<file path="src/rtl/hram_tester_pkg.sv">
// Shared types and constants for the HyperRAM burst self-test master.
package hram_tester_pkg;

  typedef enum logic [2:0] {
    ST_IDLE,
    ST_WR_BURST,
    ST_RD_CMD,
    ST_RD_DATA,
    ST_DONE
  } state_e;

  // Galois taps for x^16+x^14+x^13+x^11+1 (right-shifting form).
  localparam logic [15:0] LFSR_TAPS         = 16'hB400;
  localparam logic [15:0] LFSR_DEFAULT_SEED = 16'hACE1;
  localparam int          MAX_BURST         = 1024;

endpackage

</file>
<file path="src/rtl/hram_pattern_gen.sv">
// Test-pattern generator shared by the write and read-back phases.
// HRAM_TESTER_LFSR_EN selects a 16-bit Galois LFSR instead of an incrementing count.
module hram_pattern_gen
  import hram_tester_pkg::*;
#(
  parameter int W = 16
) (
  input  logic         clk,
  input  logic         rst_n,
  input  logic         seed_load_i,
  input  logic [W-1:0] seed_i,
  input  logic         reload_i,
  input  logic         advance_i,
  output logic [W-1:0] word_o
);

  logic [W-1:0] seed_q;
  logic [W-1:0] word_q;
  logic [W-1:0] first_word;
  logic [W-1:0] next_word;

  // NOTE: every signal assigned in always_comb gets a value on every path, so no latch is inferred.
  always_comb begin
`ifdef HRAM_TESTER_LFSR_EN
    first_word = (seed_i == '0) ? W'(LFSR_DEFAULT_SEED) : seed_i;
    next_word  = (word_q >> 1) ^ (word_q[0] ? W'(LFSR_TAPS) : '0);
`else
    first_word = seed_i;
    next_word  = word_q + W'(1);
`endif
  end

  // NOTE: state registers use non-blocking assignments so every flop samples pre-edge values.
  always_ff @(posedge clk or negedge rst_n) begin
    if (!rst_n) begin
      seed_q <= '0;
      word_q <= '0;
    end else if (seed_load_i) begin
      seed_q <= first_word;
      word_q <= first_word;
    end else if (reload_i) begin
      word_q <= seed_q;
    end else if (advance_i) begin
      word_q <= next_word;
    end
  end

  assign word_o = word_q;

endmodule

</file>
<file path="src/rtl/avs_hram_burst_tester.sv">
// Avalon-MM burst master that writes a pattern to HyperRAM, reads it back and compares.
// Pattern is incrementing by default; HRAM_TESTER_LFSR_EN switches to the LFSR pattern.
module avs_hram_burst_tester
  import hram_tester_pkg::*;
#(
  parameter int ADDR_W  = 32,
  parameter int DATA_W  = 16,
  parameter int BURST_W = 11,
  parameter int CNT_W   = 16
) (
  input  logic               clk_clk,
  input  logic               reset_reset_n,
  input  logic               start,
  input  logic [ADDR_W-1:0]  cfg_base_addr,
  input  logic [BURST_W-1:0] cfg_burst_len,
  input  logic [CNT_W-1:0]   cfg_num_bursts,
  input  logic [DATA_W-1:0]  cfg_seed,
  output logic [ADDR_W-1:0]  avm_address,
  output logic               avm_read,
  output logic               avm_write,
  output logic [DATA_W-1:0]  avm_writedata,
  output logic [BURST_W-1:0] avm_burstcount,
  input  logic               avm_waitrequest,
  input  logic [DATA_W-1:0]  avm_readdata,
  input  logic               avm_readdatavalid,
  output logic               busy,
  output logic               done,
  output logic               pass,
  output logic [CNT_W-1:0]   error_count,
  output logic [ADDR_W-1:0]  first_err_addr
);

  localparam int BEAT_BYTES = DATA_W / 8;

  state_e             state_q;
  logic [ADDR_W-1:0]  base_q;
  logic [ADDR_W-1:0]  addr_q;
  logic [ADDR_W-1:0]  first_err_q;
  logic [BURST_W-1:0] len_q;
  logic [BURST_W-1:0] beat_q;
  logic [CNT_W-1:0]   nbursts_q;
  logic [CNT_W-1:0]   burst_q;
  logic [CNT_W-1:0]   err_q;
  logic [CNT_W-1:0]   err_d;
  logic               write_q;
  logic               read_q;
  logic               busy_q;
  logic               done_q;
  logic               pass_q;

  logic               start_acc;
  logic               wr_acc;
  logic               rd_acc;
  logic               rd_beat;
  logic               last_beat;
  logic               last_burst;
  logic               mismatch;
  logic [BURST_W-1:0] len_eff;
  logic [ADDR_W-1:0]  base_eff;
  logic [ADDR_W-1:0]  burst_bytes;
  logic [ADDR_W-1:0]  beat_addr;
  logic [DATA_W-1:0]  pat_word;

  always_comb begin
    start_acc   = start && (state_q == ST_IDLE || state_q == ST_DONE);
    wr_acc      = (state_q == ST_WR_BURST) && write_q && !avm_waitrequest;
    rd_acc      = (state_q == ST_RD_CMD) && read_q && !avm_waitrequest;
    rd_beat     = (state_q == ST_RD_DATA) && avm_readdatavalid;
    last_beat   = (beat_q == len_q - BURST_W'(1));
    last_burst  = (burst_q == nbursts_q - CNT_W'(1));
    mismatch    = rd_beat && (avm_readdata != pat_word);
    burst_bytes = ADDR_W'(len_q) * ADDR_W'(BEAT_BYTES);
    beat_addr   = addr_q + ADDR_W'(beat_q) * ADDR_W'(BEAT_BYTES);
    base_eff    = cfg_base_addr & ~ADDR_W'(1);

    err_d = err_q;
    if (mismatch && (err_q != '1)) err_d = err_q + CNT_W'(1);

    if (cfg_burst_len == '0)                         len_eff = BURST_W'(1);
    else if (cfg_burst_len > BURST_W'(MAX_BURST))    len_eff = BURST_W'(MAX_BURST);
    else                                             len_eff = cfg_burst_len;
  end

  // One generator serves both phases: loaded at start, rewound on entry to the read phase.
  hram_pattern_gen #(
    .W (DATA_W)
  ) u_pattern (
    .clk         (clk_clk),
    .rst_n       (reset_reset_n),
    .seed_load_i (start_acc),
    .seed_i      (cfg_seed),
    .reload_i    (wr_acc && last_beat && last_burst),
    .advance_i   (wr_acc || rd_beat),
    .word_o      (pat_word)
  );

  always_ff @(posedge clk_clk or negedge reset_reset_n) begin
    if (!reset_reset_n) begin
      state_q     <= ST_IDLE;
      base_q      <= '0;
      addr_q      <= '0;
      first_err_q <= '0;
      len_q       <= '0;
      beat_q      <= '0;
      nbursts_q   <= '0;
      burst_q     <= '0;
      err_q       <= '0;
      write_q     <= 1'b0;
      read_q      <= 1'b0;
      busy_q      <= 1'b0;
      done_q      <= 1'b0;
      pass_q      <= 1'b0;
    end else begin
      case (state_q)
        ST_IDLE, ST_DONE: begin
          if (start_acc) begin
            base_q      <= base_eff;
            addr_q      <= base_eff;
            len_q       <= len_eff;
            nbursts_q   <= cfg_num_bursts;
            beat_q      <= '0;
            burst_q     <= '0;
            err_q       <= '0;
            first_err_q <= '0;
            if (cfg_num_bursts == '0) begin
              state_q <= ST_DONE;
              done_q  <= 1'b1;
              pass_q  <= 1'b1;
            end else begin
              state_q <= ST_WR_BURST;
              write_q <= 1'b1;
              busy_q  <= 1'b1;
              done_q  <= 1'b0;
              pass_q  <= 1'b0;
            end
          end
        end

        ST_WR_BURST: begin
          if (wr_acc) begin
            if (last_beat) begin
              beat_q <= '0;
              if (last_burst) begin
                state_q <= ST_RD_CMD;
                write_q <= 1'b0;
                read_q  <= 1'b1;
                addr_q  <= base_q;
                burst_q <= '0;
              end else begin
                addr_q  <= addr_q + burst_bytes;
                burst_q <= burst_q + CNT_W'(1);
              end
            end else begin
              beat_q <= beat_q + BURST_W'(1);
            end
          end
        end

        ST_RD_CMD: begin
          if (rd_acc) begin
            read_q  <= 1'b0;
            state_q <= ST_RD_DATA;
          end
        end

        ST_RD_DATA: begin
          if (rd_beat) begin
            err_q <= err_d;
            // err_q is cleared at start and never returns to zero, so zero marks the first miss.
            if (mismatch && (err_q == '0)) first_err_q <= beat_addr;
            if (last_beat) begin
              beat_q <= '0;
              if (last_burst) begin
                state_q <= ST_DONE;
                busy_q  <= 1'b0;
                done_q  <= 1'b1;
                pass_q  <= (err_d == '0);
              end else begin
                state_q <= ST_RD_CMD;
                read_q  <= 1'b1;
                addr_q  <= addr_q + burst_bytes;
                burst_q <= burst_q + CNT_W'(1);
              end
            end else begin
              beat_q <= beat_q + BURST_W'(1);
            end
          end
        end

        default: state_q <= ST_IDLE;
      endcase
    end
  end

  assign avm_address    = addr_q;
  assign avm_read       = read_q;
  assign avm_write      = write_q;
  assign avm_writedata  = pat_word;
  assign avm_burstcount = len_q;
  assign busy           = busy_q;
  assign done           = done_q;
  assign pass           = pass_q;
  assign error_count    = err_q;
  assign first_err_addr = first_err_q;

endmodule

</file>
<file path="config.mk">
export PLATFORM = sky130hd
export DESIGN_NAME = avs_hram_burst_tester
export DESIGN_NICKNAME = d
export VERILOG_FILES = /design/src/rtl/hram_tester_pkg.sv /design/src/rtl/hram_pattern_gen.sv /design/src/rtl/avs_hram_burst_tester.sv
export SDC_FILE = /design/constraint.sdc
export NUM_CORES = 1
export LEC_CHECK = 0
export BUFFER_PORTS_ARGS = -buffer_cell sky130_fd_sc_hd__buf_2
export CAP_MARGIN = 20
export CORE_ASPECT_RATIO = 0.5
export CORE_MARGIN = 2
export CORE_UTILIZATION = 52
export DETAILED_ROUTE_END_ITERATION = 7
export PLACE_DENSITY = 0.77
export SYNTH_ARGS = -nofsm -noshare
export SYNTH_HDL_FRONTEND = slang
export SYNTH_HIERARCHICAL = 1
export SYNTH_SLANG_ARGS = --single-unit
</file>
<file path="constraint.sdc">
create_clock -name clk_clk -period 3.3 [get_ports clk_clk]
set_clock_uncertainty 0.15 [all_clocks]
set_input_delay 0.165 -clock clk_clk [delete_from_list [all_inputs] [get_ports clk_clk]]
set_output_delay 0.165 -clock clk_clk [all_outputs]
set_load 0.02 [all_outputs]
</file>
==> impl_metrics.ini, run 1 <==
[logic_synthesis]
synth_xor_area_share_pct = 6.70
yosysSeqAreaShare_pct = 40.1
post_synth_instance_area_um2 = 12700
synthesis.area_per_instance_um2 = 8.63
synth_mux_area_share_pct = 2.24
ys_seq_elements = 203
async_reset_ff_share_pct = 100
ys.warnings.count = 6
yosys_most_used_dff = dfrtp_1
synth-simple-area-share_pct = 24.7
synth-compound-area-share_pct = 18.8
synthDistinctLibCells = 91
synth_edf_count = 0
syn-instance-count = 1469
synth_top_family_by_area = simple AND/OR/NAND/NOR gates
synthAdderAreaFrac_pct = 3.26

[run_status]
failed_checks = negative setup slack
status = complete, but fails checks

[power]
p_int_w = 0.00397
pwr-share-seq_pct = 48.5
ir_drop_uv = 258
p_leak_nw = 7.85
switching_share_pct = 22.6
p_per_area_nw_per_um2 = 307
pwr-share-clk_pct = 47.0
switchingPower_w = 0.00116
p_comb_share_pct = 4.5

[clock_tree]
htree_levels = 1
clk_latency_ns = 0.53
ctsLongestPathBuffers = 3
cts_tree = done
cts_root_buffer = clkbuf_16
cts_made_buffers = 21
cts_sinks = 203
path_clk_slew_ns = 0.07

[grt]
grt_max_degree = 117
antenna_found_initial = 2
grt_usage_pct = 32.0
grt_overflow = 0
grt_pass1_wl_mm = 65.9
grt_pass1_vias = 12800

[run]
cap_violations = 0

[cells_and_area]
final_cell_mix = nand2_1 (259), buf_2 (204), dfrtp_1 (200)
final_common_cell = nand2_1
fin_nets = 1952
drive_gt1_share_pct = 26.4
syn_to_final_growth_pct = 31.8

[placed_design]
io_buffers = 204
hpwl_mm = 28.5
gp_congestion = 0.930

[worst_setup_path]
path_buf_inv = 1
worst_path_most_repeated_cell = nor4_4
critPathArrivalTime_ns = 3.67
critPathLaunchType = register
crit_family = simple AND/OR/NAND/NOR gates
cp_cell_sequence = nor4_4 -> nand4_1 -> or3_1 -> a221o_2 -> nor4_4 -> nand2_1 -> and4b_4 -> nor2b_4 -> buf_6 -> a22oi_2 -> a21oi_2 -> a2bb2oi_2
end_kind = register
r2r_setup_slack_ns = -0.08
critical_path_class = reg -> reg
worstPathMaxFanout = 5
slowest_stage = dfrtp_1
worst_ep_required_time_ns = 3.59
cp_slowest_stage_delay_ns = 0.41

[route]
wl_per_cell_um = 19.5
antenna_left = 0
drc_errors = 0
drt-pass1-iter-count = 5
wirelength_mm = 41.9
initialDrtViolationCount = 1252
drt-vias-per-instance = 6.09
vias = 13100

[sta]
finalHoldViolCount = 0
fin_tns_setup_ns = -0.500
rsz0062_at_grt = true
relSlewSlack_pct = 29.9
fmax_ghz = 0.296
drv_slew = 0
worst_pin_slew_ns = 1.04
setup_slack_ns = -0.0781
whs_ns = 0.0819
period_needed_ns = 3.38
setup_viol = 16
fin_crit_sh_pct = 102

[floorplan]
die_y_um = 114
pin_count = 208
dieArea_um2 = 25700
core_um2 = 24000
die_w_um = 225
start_util_pct = 52.9
rows = 40

[hold_path]
min_path_type = in -> async
path summary, 6_finish.rpt:
kind | startpoint | end | depth (start not counted)
max | nbursts_q[5] | u_pattern/word_o[7] | 12
min | reset_reset_n | base_q[21] | 2
max reg2reg | nbursts_q[5] | u_pattern/word_o[7] | 12
min reg2reg | first_err_addr[21] | first_err_addr[21] | 2
max in group asynchronous | reset_reset_n | avm_burstcount[1] | 3
min in group clk_clk | cfg_base_addr[7] | base_q[7] | 4
per-stage QoR:
stage | utilization (%) | instances | cell area (µm²) | total power, W | worst slack [ns]
global route | 69.7 | 2156 | 16700 | 0.00530 | -0.184
detailed placement | 61.2 | 2018 | 14700 | 0.00269 | -0.136
global placement | 61.2 | 2017 | 14700 | 0.00268 | -0.0132
finish | 69.7 | 2156 | 16700 | 0.00513 | -0.0781
floorplan | - | 1470 | 12700 | 0.00255 | 0.00735
CTS | 68.0 | 2144 | 16300 | 0.00515 | -0.0506
state kept, by name, indices dropped and copies added (netlist names), 16 cells and up:
name              cells
nbursts_q            16
burst_q              16
u_pattern/seed_q     16
error_count          16
first_err_addr       31
u_pattern/word_o     16
base_q               31
avm_address          31
cells in the mapped netlist (11+ instances only):
| library cell | instances | area (µm²) |
|---|---|---|
| buf_2 | 17 | 85.1 |
| nor4_1 | 34 | 213 |
| a22oi_1 | 21 | 158 |
| or2_2 | 11 | 68.8 |
| nand4_1 | 33 | 206 |
| o31ai_1 | 13 | 97.6 |
| o2bb2ai_1 | 12 | 105 |
| and2_1 | 13 | 81.3 |
| mux2_2 | 11 | 124 |
| a31oi_1 | 19 | 119 |
| ha_1 | 29 | 363 |
| dfrtp_1 | 203 | 5080 |
| o21ai_0 | 92 | 460 |
| nand3b_1 | 13 | 97.6 |
| or3_1 | 12 | 75.1 |
| nand3_1 | 43 | 215 |
| and3_1 | 12 | 75.1 |
| clkbuf_1 | 53 | 199 |
| nor3_1 | 41 | 205 |
| a21oi_1 | 53 | 265 |
| mux2i_1 | 16 | 160 |
| xnor2_1 | 58 | 508 |
| inv_1 | 41 | 154 |
| a211oi_1 | 11 | 82.6 |
| nand2_1 | 260 | 976 |
| o21ai_1 | 24 | 120 |
| nor2_1 | 100 | 375 |
| a22o_1 | 21 | 184 |
| nor2b_1 | 11 | 68.8 |
| xor2_1 | 39 | 342 |
what timing repair did:
action / in CTS / in global routing
gates resized for setup: 22 / 66
setup buffers: 7 / 7
pin swaps: 13 / 47
endpoints found under the hold margin: 207 / 0
cloned: 0 / 3
setup endpoints to repair: 14 / 68
hold buffers: 82 / 0
final cells by class:
class	count	area, µm²
Antenna cell	2	5.00
Inverter	41	155
Tap cell	315	394
Clock buffer	32	617
Sequential cell	203	5080
Clock inverter	5	56.3
Fill cell	1846	7250
Multi-Input combinational cell	1142	7450
Timing Repair Buffer	416	2960
per-layer routing:
metal,up-vias,wire (µm),part of all wire [%],global-route usage [%]
li1,5986,-,-,-
met1,6298,16800,40,40.8
met2,688,19800,47,53.4
met3,160,3210,7.7,5.77
met4,0,2080,5.0,15.6
met5,-,0,0,0
cell families after synthesis:
kind of cell / Yosys count
xor gates and xnor gates: 97
and+or+nand+nor: 629
DFF: 203
other: 1
buffers and inverters: 125
AOI/OAI and AO/OA: 355
muxes: 27
adders and majority gates: 32
worst reg2reg max path, delay by kind of cell (launching register included):
| family | cells | cell delay (ns) |
|---|---|---|
| DFF | 1 | 0.41 |
| AOI/OAI and AO/OA | 4 | 0.84 |
| buffers and inverters | 1 | 0.12 |
| and+or+nand+nor | 7 | 1.78 |
power by group through the flow:
stage	clock network (W)	logic (W)	registers, W
after global placement	0	0.000150	0.00253
after global routing	0.00256	0.000250	0.00249
after CTS	0.00244	0.000226	0.00249
after floorplan	0	0.0000168	0.00254
final	0.00241	0.000230	0.00249
after detailed placement	0	0.000154	0.00253
Note: power is estimated with default switching activity, not from simulation.
==> run 2: changes to the inputs <==
Settings changed: SYNTH_HIERARCHICAL 1 to unset.
==> impl_metrics.ini, run 2 <==
[cells_and_area]
final_area_um2 = 16600
syn_to_final_growth_pct = 31.7
final_common_cell = nand2_1
drive_gt1_share_pct = 24.0
final_cell_mix = nand2_1 (314), buf_2 (203), dfrtp_1 (202)
fin_nets = 1985
finalCoreUtilization_pct = 69.4
finalNonFillerCells = 2188

[clock_tree]
cts_made_buffers = 21
ctsLongestPathBuffers = 3
htree_levels = 1
cts_tree = done
cts_sinks = 203
cts_root_buffer = clkbuf_16
clk_latency_ns = 0.53
path_clk_slew_ns = 0.07

[sta]
worst_pin_slew_ns = 1.08
fmax_ghz = 0.301
period_needed_ns = 3.32
fin_crit_sh_pct = 101
rsz0062_at_grt = true
relSlewSlack_pct = 28.1
finalHoldViolCount = 0
setup_slack_ns = -0.0181
drv_slew = 0
setup_viol = 5
fin_tns_setup_ns = -0.0291

[power]
p_per_area_nw_per_um2 = 311
ir_drop_uv = 256
p_leak_nw = 7.81

[worst_setup_path]
critPathLaunchType = register
r2r-start = nbursts_q[1]
worst_path_most_repeated_cell = buf_4
slowest_stage = or4b_4
critPathArrivalTime_ns = 3.57
r2r_setup_slack_ns = -0.02
cp_slowest_stage_delay_ns = 0.52
critical_path_class = reg -> reg
end_kind = register
r2r.worst_path.cells = 14
cp_cell_sequence = inv_2 -> ha_4 -> or4b_4 -> xnor2_2 -> or4_4 -> nand3_4 -> nand3_2 -> nor3_4 -> buf_4 -> buf_12 -> buf_4 -> nor3_1 -> a211oi_1 -> o21ai_0
worstReg2RegEnd = avm_address[4]
worstPathMaxFanout = 6
worst_ep_required_time_ns = 3.55
cp-startpoint = nbursts_q[1]

[logic_synthesis]
yosys.area.top_type = dfrtp_1
yosys.area.top_type_share_pct = 40.3
synthTopCellsByArea = dfrtp_1 (40%), nand2_1 (9.4%), o21ai_0 (5.2%)
async_reset_ff_share_pct = 100
yosys-top-cells-count = nand2_1 (315), dfrtp_1 (203), o21ai_0 (130)
ys.warnings.count = 0
post_synth_instance_area_um2 = 12600
yosysSeqAreaShare_pct = 40.3
yosys_most_used_dff = dfrtp_1
synthDistinctLibCells = 84
synthesis.area_per_instance_um2 = 8.39
syn-instance-count = 1503
ys_seq_elements = 203
synth.most_common_cell = nand2_1
synth_edf_count = 0

[route]
drt-pass1-iter-count = 6
wl_per_cell_um = 19.5
drt-vias-per-instance = 6.06
drc_errors = 0
initialDrtViolationCount = 1345
vias = 13300
wirelength_mm = 42.7
antenna_left = 0

[grt]
grt_pass1_vias = 12800
grt_pass1_wl_mm = 66.7
antenna_found_initial = 2
grt_overflow = 0
grt_max_degree = 93
grt_usage_pct = 32.5

[run_status]
status = complete, but fails checks
failed_checks = negative setup slack

[placed_design]
place_ws_ns = -0.120
placed_area_um2 = 14600
gp_congestion = 0.990
hpwl_mm = 29.1
io_buffers = 204
place_inst = 2043

[floorplan]
start_util_pct = 52.7
die_w_um = 224
rows = 40
pin_count = 208
core_um2 = 23900
dieArea_um2 = 25600
die_y_um = 114

[hold_path]
min_path_type = in -> async

[run]
cap_violations = 0
==> run 2: how the worst max path moves through the flow <==
stage	endpoint	depth (start not counted)
final	avm_address[4]	14
after global routing	avm_address[4]	14
after CTS	avm_address[23]	12
after detailed placement	state_q[2]	12
after global placement	avm_address[11]	12
after floorplan	first_err_addr[27]	11
==> run 2: layout make-up <==
type                            instances  area [µm²]
Antenna cell                            3        7.51
Fill cell                            1854        7320
Clock inverter                          2        13.8
Multi-Input combinational cell       1178        7260
Clock buffer                           33         631
Tap cell                              315         394
Inverter                               34         128
Timing Repair Buffer                  420        3090
Sequential cell                       203        5080
==> run 2: what timing repair did <==
action	CTS	global route
gates resized for setup	6	71
hold buffers	83	0
cloned	1	4
setup endpoints to repair	43	78
pin swaps	6	19
hold endpoints to repair	219	0
buffers inserted	4	14
==> run 2: layer usage <==
metal	track usage (%)	vias to the layer above	part of all wire, %
li1	-	6087	-
met1	45.1	6434	43
met2	52.7	625	46
met3	5.75	118	8.3
met4	9.93	0	3.2
met5	0	-	0
==> run 2: kinds of logic after synthesis <==
group                    share of synthesized area, %
XOR/XNOR                                         6.60
AO/OA/AOI/OAI                                    18.7
flip-flops                                       40.3
multiplexers                                    0.913
AND/OR/NAND/NOR                                  25.9
other                                          0.0298
buffers and inverters                            4.25
adder cells (fa/ha/maj)                          3.28
==> run 2: per-stage QoR <==
stage | hold slack [ns] | total power, W
2_1_floorplan | -0.281 | 0.00263
3_3_place_gp | 0.0481 | 0.00279
3_5_place_dp | 0.0528 | 0.00280
4_1_cts | 0.0741 | 0.00519
5_1_grt | 0.106 | 0.00532
6_report | 0.0613 | 0.00516
==> run 2: critical path: cells and delay by family (launching register included) <==
family	cells	cell delay, ns
AO/OA/AOI/OAI	2	0.33
XOR/XNOR	1	0.16
adder cells (fa/ha/maj)	1	0.13
buffers and inverters	4	0.53
flip-flops	1	0.40
AND/OR/NAND/NOR	6	1.49
==> run 2: power by group <==
group	internal [W]	total, W	switching [W]
Clock	0.00131	0.00233	0.00103
Sequential	0.00251	0.00252	0.0000142
Combinational	0.000140	0.000303	0.000163
Total	0.00396	0.00516	0.00120
==> run 3: changes to the inputs <==
Settings changed: ABC_AREA set to 1, CORE_UTILIZATION 52 to 53, PLACE_DENSITY 0.77 to 0.78.
==> impl_metrics.ini, run 3 <==
[clock_tree]
ctsLongestPathBuffers = 3
cts_sinks = 203
cts_tree = done
cts_root_buffer = clkbuf_16
htree_levels = 1
cts_made_buffers = 21
clk_latency_ns = 0.51
path_clk_slew_ns = 0.07

[logic_synthesis]
synth.most_common_cell = nand2_1
syn-instance-count = 2119
yosys_most_used_dff = dfrtp_1
synth_edf_count = 0
ys.warnings.count = 0
yosysSeqAreaShare_pct = 36.4
yosys.area.top_type = dfrtp_1
post_synth_instance_area_um2 = 13900
yosys-top-cells-count = nand2_1 (728), nor2_1 (228), inv_1 (225)
synthTopCellsByArea = dfrtp_1 (36%), nand2_1 (20%), nor2_1 (6.1%)
async_reset_ff_share_pct = 100
synthesis.area_per_instance_um2 = 6.58
ys_seq_elements = 203
synthDistinctLibCells = 43
yosys.area.top_type_share_pct = 36.4

[grt]
grt_overflow = 0
grtUsageMet2_pct = 50.6
grt_usage_pct = 32.2
grt_max_degree = 85
gr-usage-met1_pct = 46.2
grt_pass1_vias = 13900
grt_pass1_wl_mm = 71.9
antenna_found_initial = 1
grt_use_met3_pct = 4.39
busiest_layer = met2

[run_status]
status = complete, no violations

[cells_and_area]
fin_nets = 2532
drive_gt1_share_pct = 13.3
final_cell_mix = nand2_1 (727), nor2_1 (227), inv_1 (224)
nFillCells = 2295
final_common_cell = nand2_1
syn_to_final_growth_pct = 22.6

[floorplan]
die_y_um = 119
start_util_pct = 54.6
die_w_um = 233
core_um2 = 25500
rows = 41
pin_count = 208
dieArea_um2 = 27700

[worst_setup_path]
cp_cell_sequence = inv_2 -> ha_1 -> nand3_2 -> nor2_4 -> nand2_2 -> o21ai_1 -> inv_1 -> nor2_1 -> nand3_1 -> nor2_4 -> nand3_4 -> nand2_4 -> clkinv_2 -> buf_12 -> o21ai_0 -> o21ai_0
critical_path_class = reg -> reg
worst_ep_required_time_ns = 3.53
cp-startpoint = nbursts_q[0]
critPathLaunchType = register
r2r.worst_path.cells = 16
path_buf_inv = 4
worstReg2RegEnd = burst_q[8]
worst-path-stages = 16
r2r-start = nbursts_q[0]
end_kind = register
cp_slowest_stage_delay_ns = 0.41
slowest_stage = dfrtp_1
r2r_setup_slack_ns = 0.27
crit_family = simple AND/OR/NAND/NOR gates
worstPathMaxFanout = 26
critPathArrivalTime_ns = 3.26

[power]
switching_share_pct = 49.4
p_comb_share_pct = 53.6
p_per_area_nw_per_um2 = 893
p_leak_nw = 8.96
pwr-share-seq_pct = 29.5
ir_drop_uv = 454
switchingPower_w = 0.00753
p_int_w = 0.00772
pwr-share-clk_pct = 16.9

[sta]
finalHoldViolCount = 0
setup_viol = 0
period_needed_ns = 3.03
rsz0062_at_grt = false
fin_tns_setup_ns = 0
whs_ns = 0.121
drv_slew = 0
fin_crit_sh_pct = 91.8
worst_pin_slew_ns = 0.858
relSlewSlack_pct = 42.8
fmax_ghz = 0.330

[hold_path]
min_path_type = in -> async

[route]
drc_errors = 0
drt-vias-per-instance = 5.44
antenna_left = 0
vias = 15000
wl_per_cell_um = 16.1
initialDrtViolationCount = 1374
drt-pass1-iter-count = 5
wirelength_mm = 44.5

[placed_design]
hpwl_mm = 31.8
gp_congestion = 0.958
io_buffers = 204

[run]
cap_violations = 0
## run 3: worst max-delay path by stage
stage,endpoint
after floorplan,avm_address[19]
after global placement,state_q[2]
after detailed placement,state_q[2]
after CTS,burst_q[8]
after global routing,u_pattern.word_o[14]
final,burst_q[8]
## run 3: cell type report
| cell class | count | area (µm²) | share of cell area [%] |
|---|---|---|---|
| Multi-Input combinational cell | 1610 | 7690 | 45.0 |
| Tap cell | 344 | 430 | 2.52 |
| Clock buffer | 25 | 561 | 3.28 |
| Sequential cell | 203 | 5080 | 29.7 |
| Antenna cell | 1 | 2.50 | 0.0146 |
| Clock inverter | 11 | 163 | 0.952 |
| Inverter | 236 | 887 | 5.19 |
| Timing Repair Buffer | 333 | 2280 | 13.4 |
## run 3: per-layer routing
metal | part of all wire (%) | vias up
met1 | 44 | 6892
met3 | 8.6 | 108
met5 | 0 | -
met4 | 3.0 | 0
met2 | 45 | 711
li1 | - | 7331
## run 3: cell families (layout without fill, tap and decap cells)
| logic type | count (synthesis) | count (layout) | share of synthesized area, % |
|---|---|---|---|
| and+or+nand+nor | 1242 | 1242 | 37.4 |
| buffers and inverters | 307 | 605 | 8.60 |
| AOI/OAI and AO/OA | 255 | 255 | 9.60 |
| DFF | 203 | 203 | 36.4 |
| xor gates and xnor gates | 80 | 80 | 5.08 |
| adders and majority gates | 31 | 31 | 2.89 |
| other | 1 | 3 | 0.0269 |
## run 3: worst reg2reg max path: stages (launching register included)
cell and delay (ns):
dfrtp_1 0.41, inv_2 0.09, ha_1 0.20, nand3_2 0.16
nor2_4 0.22, nand2_2 0.10, o21ai_1 0.17, inv_1 0.06
nor2_1 0.09, nand3_1 0.11, nor2_4 0.24, nand3_4 0.15
nand2_4 0.11, clkinv_2 0.19, buf_12 0.24, o21ai_0 0.09
o21ai_0 0.11
## run 3: timing repair
| action | CTS | global route |
|---|---|---|
| hold endpoints to repair | 200 | 0 |
| setup endpoints to repair | 0 | 46 |
| hold buffers | 87 | 0 |
| resized for setup | 0 | 5 |
| setup buffers | 0 | 0 |
## run 3: power by group through the flow
stage	sequential [W]	clock, W	combinational (W)
5_1_grt	0.00462	0.00271	0.00919
2_1_floorplan	0.00478	0	0.00514
3_5_place_dp	0.00450	0	0.00788
6_report	0.00450	0.00258	0.00818
4_1_cts	0.00448	0.00261	0.00801
3_3_place_gp	0.00450	0	0.00775
## run 3: stage by stage
| step | instances | cell area, µm² | power (W) | setup slack (ns) | util (%) |
|---|---|---|---|---|---|
| after global routing | 2763 | 17100 | 0.0165 | 0.00557 | 66.9 |
| after detailed placement | 2638 | 15500 | 0.0124 | 0.312 | 60.5 |
| after global placement | 2638 | 15500 | 0.0122 | 0.357 | 60.5 |
| final | 2763 | 17100 | 0.0153 | 0.271 | 66.9 |
| after CTS | 2761 | 17100 | 0.0151 | 0.294 | 66.7 |
| after floorplan | 2120 | 14000 | 0.00993 | 0.479 | - |
